[src/rtl/rv_mdu_ctrl.sv]
// rtl/rv_mdu_ctrl.sv - iterative RV32M multiply/divide sequencer
// One shared XLEN+1-bit adder drives shift-add multiply and restoring divide on operand magnitudes.
module rv_mdu_ctrl #(
   parameter int XLEN = 32
) (
   input  logic            clk_i,
   input  logic            rst_n_i,
   input  logic            req_valid_i,
   output logic            req_ready_o,
   input  logic [2:0]      funct3_i,
   input  logic [XLEN-1:0] rs1_i,
   input  logic [XLEN-1:0] rs2_i,
   input  logic            flush_i,
   output logic            resp_valid_o,
   input  logic            resp_ready_i,
   output logic [XLEN-1:0] result_o,
   output logic            busy_o
);
   localparam int CW = $clog2(XLEN);
   localparam logic [XLEN-1:0] MIN_NEG = {1'b1, {(XLEN-1){1'b0}}};

   typedef enum logic [1:0] {S_IDLE, S_CALC, S_DONE} state_t;

   state_t            state_q, state_d;
   logic [CW-1:0]     cnt_q, cnt_d;
   logic [2:0]        funct3_q, funct3_d;
   logic [XLEN-1:0]   a_q, a_d, hi_q, hi_d, lo_q, lo_d, result_q, result_d;
   logic              neg_q, neg_d, rneg_q, rneg_d;

   // Request decode: signedness per funct3, magnitudes and the two early-exit divide cases
   logic            a_sgn, b_sgn, s1, s2, div_zero, div_ovf;
   logic [XLEN-1:0] mag1, mag2;
   assign a_sgn    = funct3_i[2] ? ~funct3_i[0] : (funct3_i[1:0] != 2'b11);
   assign b_sgn    = funct3_i[2] ? ~funct3_i[0] : ~funct3_i[1];
   assign s1       = a_sgn & rs1_i[XLEN-1];
   assign s2       = b_sgn & rs2_i[XLEN-1];
   assign mag1     = s1 ? -rs1_i : rs1_i;
   assign mag2     = s2 ? -rs2_i : rs2_i;
   assign div_zero = funct3_i[2] && (rs2_i == '0);
   assign div_ovf  = funct3_i[2] && !funct3_i[0] && (rs1_i == MIN_NEG) && (rs2_i == '1);

   // Datapath: hi/lo form the 2*XLEN product (multiply) or remainder/quotient pair (divide)
   logic              div_mode, add_sub;
   logic [XLEN:0]     rem_shift, add_a, add_b, add_sum;
   logic [XLEN-1:0]   hi_n, lo_n, quot_f, rem_f, fixed;
   logic [2*XLEN-1:0] prod, prod_f;
   assign div_mode  = funct3_q[2];
   assign rem_shift = {hi_q, lo_q[XLEN-1]};
   assign add_a     = div_mode ? rem_shift : {1'b0, hi_q};
   assign add_b     = {1'b0, a_q};
   assign add_sub   = div_mode;
   assign add_sum   = add_a + (add_sub ? ~add_b : add_b) + {{XLEN{1'b0}}, add_sub};

   always_comb begin
      hi_n = hi_q;
      lo_n = lo_q;
      if (div_mode) begin
         if (!add_sum[XLEN]) begin
            hi_n = add_sum[XLEN-1:0];
            lo_n = {lo_q[XLEN-2:0], 1'b1};
         end else begin
            hi_n = rem_shift[XLEN-1:0];
            lo_n = {lo_q[XLEN-2:0], 1'b0};
         end
      end else if (lo_q[0]) begin
         {hi_n, lo_n} = {add_sum, lo_q[XLEN-1:1]};
      end else begin
         {hi_n, lo_n} = {1'b0, hi_q, lo_q[XLEN-1:1]};
      end
   end

   assign prod   = {hi_n, lo_n};
   assign prod_f = neg_q ? -prod : prod;
   assign quot_f = neg_q ? -lo_n : lo_n;
   assign rem_f  = rneg_q ? -hi_n : hi_n;
   assign fixed  = div_mode ? (funct3_q[1] ? rem_f : quot_f)
                            : ((funct3_q[1:0] == 2'b00) ? prod_f[XLEN-1:0] : prod_f[2*XLEN-1:XLEN]);

   always_comb begin
      state_d  = state_q;
      cnt_d    = cnt_q;
      funct3_d = funct3_q;
      a_d      = a_q;
      hi_d     = hi_q;
      lo_d     = lo_q;
      neg_d    = neg_q;
      rneg_d   = rneg_q;
      result_d = result_q;
      case (state_q)
         S_IDLE: begin
            if (req_valid_i && !flush_i) begin
               funct3_d = funct3_i;
               cnt_d    = '0;
               neg_d    = s1 ^ s2;
               rneg_d   = s1;
               hi_d     = '0;
               if (div_zero) begin
                  result_d = funct3_i[1] ? rs1_i : '1;
                  state_d  = S_DONE;
               end else if (div_ovf) begin
                  result_d = funct3_i[1] ? '0 : MIN_NEG;
                  state_d  = S_DONE;
               end else begin
                  a_d     = funct3_i[2] ? mag2 : mag1;
                  lo_d    = funct3_i[2] ? mag1 : mag2;
                  state_d = S_CALC;
               end
            end
         end
         S_CALC: begin
            if (flush_i) begin
               state_d = S_IDLE;
            end else begin
               hi_d  = hi_n;
               lo_d  = lo_n;
               cnt_d = cnt_q + CW'(1);
               if (cnt_q == CW'(XLEN-1)) begin
                  result_d = fixed;
                  state_d  = S_DONE;
               end
            end
         end
         S_DONE: begin
            if (flush_i || resp_ready_i) state_d = S_IDLE;
         end
         default: state_d = S_IDLE;
      endcase
   end

   always_ff @(posedge clk_i or negedge rst_n_i) begin
      if (!rst_n_i) begin
         state_q  <= S_IDLE;
         cnt_q    <= '0;
         funct3_q <= '0;
         a_q      <= '0;
         hi_q     <= '0;
         lo_q     <= '0;
         neg_q    <= 1'b0;
         rneg_q   <= 1'b0;
         result_q <= '0;
      end else begin
         state_q  <= state_d;
         cnt_q    <= cnt_d;
         funct3_q <= funct3_d;
         a_q      <= a_d;
         hi_q     <= hi_d;
         lo_q     <= lo_d;
         neg_q    <= neg_d;
         rneg_q   <= rneg_d;
         result_q <= result_d;
      end
   end

   assign req_ready_o  = (state_q == S_IDLE) && !flush_i;
   assign resp_valid_o = (state_q == S_DONE);
   assign busy_o       = (state_q != S_IDLE);
   assign result_o     = result_q;
endmodule

[config.mk]
export PLATFORM = sky130hd
export DESIGN_NAME = rv_mdu_ctrl
export DESIGN_NICKNAME = d
export VERILOG_FILES = /design/src/rtl/rv_mdu_ctrl.sv
export SDC_FILE = /design/constraint.sdc
export NUM_CORES = 1
export LEC_CHECK = 0
export ABC_AREA = 0
export BUFFER_PORTS_ARGS = -buffer_cell sky130_fd_sc_hd__buf_2
export CAP_MARGIN = 20
export CORE_MARGIN = 2
export CORE_UTILIZATION = 50
export CTS_CLUSTER_SIZE = 40
export DETAILED_ROUTE_END_ITERATION = 6
export PLACE_DENSITY_LB_ADDON = 0.3
export SETUP_SLACK_MARGIN = 0.5
export SLEW_MARGIN = 20
export SYNTH_ARGS = -nofsm -noshare
export SYNTH_HDL_FRONTEND = slang
export SYNTH_SLANG_ARGS = --single-unit
export TNS_END_PERCENT = 10
[constraint.sdc]
create_clock -name clk_i -period 10.9 [get_ports clk_i]
set_input_delay 2.18 -clock clk_i [delete_from_list [all_inputs] [get_ports clk_i]]
set_output_delay 2.18 -clock clk_i [all_outputs]
set_load 0.01 [all_outputs]
==> out/metrics.csv <==
stage;metric;value;unit
pwr;power_leakage;7.050;nW
yosys;synth_ff_type;dfrtp_1;
grt;grt-ovfl-total;0;
yosys;synth_most_common_cell;nand2_1;
cells_and_area;nNetsFinal;2278;
timing;setup_viol;0;
setup_path;startpoint;funct3_q[2];
clock_tree;cts_tree;yes;
clock_tree;holdBufCountCts;0;
grt;use_met3;10.21;%
timing;tightest_slew;1.111;ns
yosys;synthMuxAreaShare;7.403;%
yosys;synth_area;16090;µm²
yosys;ys_top_cells_by_area;dfrtp_1 22%, o21ai_0 6.9%, nand2_1 6.3%, xor2_1 5.7%, a21oi_1 5.5%;
setup_path;critPathMostFrequentCell;nor3_1;
setup_path;critPathCapture;result_o[0];
setup_path;cp_slowest_cell;buf_12;
setup_path;worstSetupPathType;flip-flop to flip-flop;
yosys;yosysWarnings;0;
setup_path;r2r_cells;20;
timing;slew_headroom;25.17;%
grt;grt_util_met2;59.95;%
yosys;synth-compound-area-share;29.86;%
floorplanning;die_x;183.4;µm
setup_path;crit_fanout;180;
yosys;synth_xor_area_share;9.907;%
timing;rsz0062_at_grt;false;
floorplanning;start_util;50.86;%
drt;route.detailed.drc;0;
clock_tree;clockBufferDepth;2;
floorplanning;fp.dieH;183.4;µm
yosys;synth_top_family_by_area;compound AO/OA/AOI/OAI gates;
yosys;synth_seq_cells;140;
grt;grt_pass1_vias;16180;
floorplanning;row_count;65;
run_status;status;finished, final reports clean;
drt;detail_route.wirelength;68.90;mm
cells_and_area;area_delta_synth_final;7.715;%
floorplanning;top_level_ports;107;
yosys;yosys.area_share.adder;3.080;%
grt;grt_util_met1;54.58;%
clock_tree;path_clk_slew;0.08;ns
yosys;synth_top_area_share;21.77;%
grt;grt_pass1_wl;102.4;mm
yosys;synth_top_area_cell;dfrtp_1;
pwr;peakVddDrop;0.1428;mV
drt;avgRoutedWirePerCell;26.69;µm
drt;drtIter0Drc;2184;
yosys;synth_edf_count;0;
floorplanning;core_area;31640;µm²
yosys;syn_inst;2163;
yosys;yosys-top-cells-count;271 x nand2_1, 223 x o21ai_0, 184 x nor2_1, 178 x a21oi_1, 140 x dfrtp_1;
drt;dr.pass1.iters;7;
clock_tree;cts_root_buf;clkbuf_16;
timing;holdWs;0.4645;ns
timing;hold_violations;0;
setup_path;end_kind;flip-flop;
timing;post-route-period-util;67.39;%
cells_and_area;num_antenna_cells;0;
clock_tree;cts_resized;0;
setup_path;worstReg2RegEnd;result_o[0];
placement;gp_congestion;1.014;
clock_tree;postCtsSetupBuffers;0;
setup_path;timing.rr.start;funct3_q[2];
clock_tree;cts_num_sinks;140;
clock_tree;clock_latency;0.47;ns
timing;tns;0;ns
job;maxCapViolCount;0;
timing;finalCriticalPeriod;7.346;ns
yosys;yosysSeqAreaShare;21.77;%
yosys;syn_area_per_cell;7.438;µm²
setup_path;cp.required;11.22;ns
drt;vias_per_cell;6.853;
clock_tree;htreeDepth;4;
timing;fin_skew;0.01377;ns
yosys;syn_nets;2274;
clock_tree;cts_made_buffers;17;
setup_path;critical_path.startpoint_type;flip-flop;
placement;port-buffer-count;106;
setup_path;crit_chain;buf_12 -> mux2_2 -> ha_1 -> nand4_1 -> nor3_1 -> nand2_1 -> nand3_1 -> nand2_1 -> mux2i_1 -> ha_1 -> o211ai_1 -> or3_1 -> nor2_1 -> nand4_1 -> nor3_1 -> nor3_1 -> o311ai_0 -> o21ai_0 -> a21oi_1 -> o21ai_0;
timing;maxSlewViolCount;0;
placement;hpwl;53.11;mm
setup_path;slowest_delay;0.67;ns
setup_path;r2r_slack;3.55;ns
yosys;async_flop_share;100.0;%
grt;grt_max_degree;181;
grt;busiest_layer;met2;
drt;ant_nets;0;
grt;track_usage;40.71;%
cells_and_area;final_util;54.78;%
yosys;synth_simple_gate_area_share;23.15;%
floorplanning;dieArea;33630;µm²
hold_path;holdCritPathClass;flip-flop to flip-flop;
drt;vias;17700;
timing;fmax;0.1361;GHz
grt;antenna_found_initial;0;
pwr;power.density;285.9;nW/µm²
timing;fin_ws;3.554;ns
yosys;synthDistinctLibCells;108;
setup_path;arrival;7.67;ns
cells_and_area;drive_gt1_share;12.71;%
placement;pre_cts_ws;3.825;ns
## stage by stage
stage | instances | power [mW] | area (µm²)
finish | 2582 | 4.955 | 17330
global placement | 2550 | 4.167 | 16710
floorplan | 2163 | 3.190 | 16090
global route | 2582 | 5.204 | 17330
detailed placement | 2550 | 4.197 | 16710
CTS | 2582 | 4.828 | 17330
## report_power, final
group	switching (mW)	total [mW]	internal [mW]
registers	0.215	0.853	0.638
clock network	0.311	0.624	0.312
logic	2.36	3.48	1.12
## routing by layer
metal	part of all wire (%)	vias to the layer above
li1	-	8009
met1	41	8401
met2	42	1060
met3	11	225
met4	6.3	0
met5	0	-
## critical path: cells and delay by family, from the launching register on
| kind | cells | cell delay, ns |
|---|---|---|
| buf+inv | 1 | 0.67 |
| fa+ha+maj | 2 | 0.68 |
| compound gates | 5 | 0.92 |
| mux | 2 | 0.78 |
| flops | 1 | 0.64 |
| simple gates | 10 | 3.30 |
## state kept, by name, indices dropped and copies added, names as in the netlist
register	flops
a_q	32
neg_q	1
rneg_q	1
state_q	2
cnt_q	5
hi_q	32
lo_q	32
funct3_q	3
result_o	32
## cells in the final DEF, fill, tap and decap left out, types with 9 or more instances in the layout
cell and n:
buf_4 22, nand2b_1 22, xnor2_1 77, o21a_1 9
nor3_1 59, inv_1 37, o211a_1 10, a21oi_1 178
and2_1 12, and3_1 21, a21o_1 10, mux2_2 48
nor2_1 184, mux2i_1 65, buf_2 104, ha_1 38
o211ai_1 18, o22ai_1 10, o21ai_0 223, o21ai_1 17
or3_1 21, dfrtp_1 139, nand3_1 65, o221ai_1 13
nor2b_1 12, o31ai_1 26, a22o_1 9, clkbuf_16 17
nand4_1 34, o41ai_1 10, a211oi_1 38, nor4_1 19
xor2_1 105, a31oi_1 28, nand2_1 270
## how the worst min path moves through the flow
stage,end,slack (ns),startpoint,cells after the start
2_1_floorplan,cnt_q[4],0.45,cnt_q[4],2
3_3_place_gp,result_o[8],0.45,result_o[8],2
3_5_place_dp,result_o[8],0.45,result_o[8],2
4_1_cts,result_o[8],0.47,result_o[8],2
5_1_grt,result_o[8],0.48,result_o[8],2
6_report,result_o[8],0.46,result_o[8],2
## layout make-up
type / instances / area (µm²)
Fill cell: 3086 / 14310
Multi-Input combinational cell: 1841 / 11840
Sequential cell: 140 / 3507
Timing Repair Buffer: 128 / 716.9
Tap cell: 402 / 503.0
Clock buffer: 17 / 425.4
Clock inverter: 15 / 188.9
Inverter: 39 / 146.4
## logic make-up (layout without fill, tap and decap cells)
family,count (synthesis),after routing
adders and majority gates,39,39
muxes,113,113
and+or+nand+nor,778,778
DFF,140,140
AOI/OAI and AO/OA,729,729
buffers and inverters,182,199
xor gates and xnor gates,182,182
No activity file was read; power rests on OpenSTA's default activity.
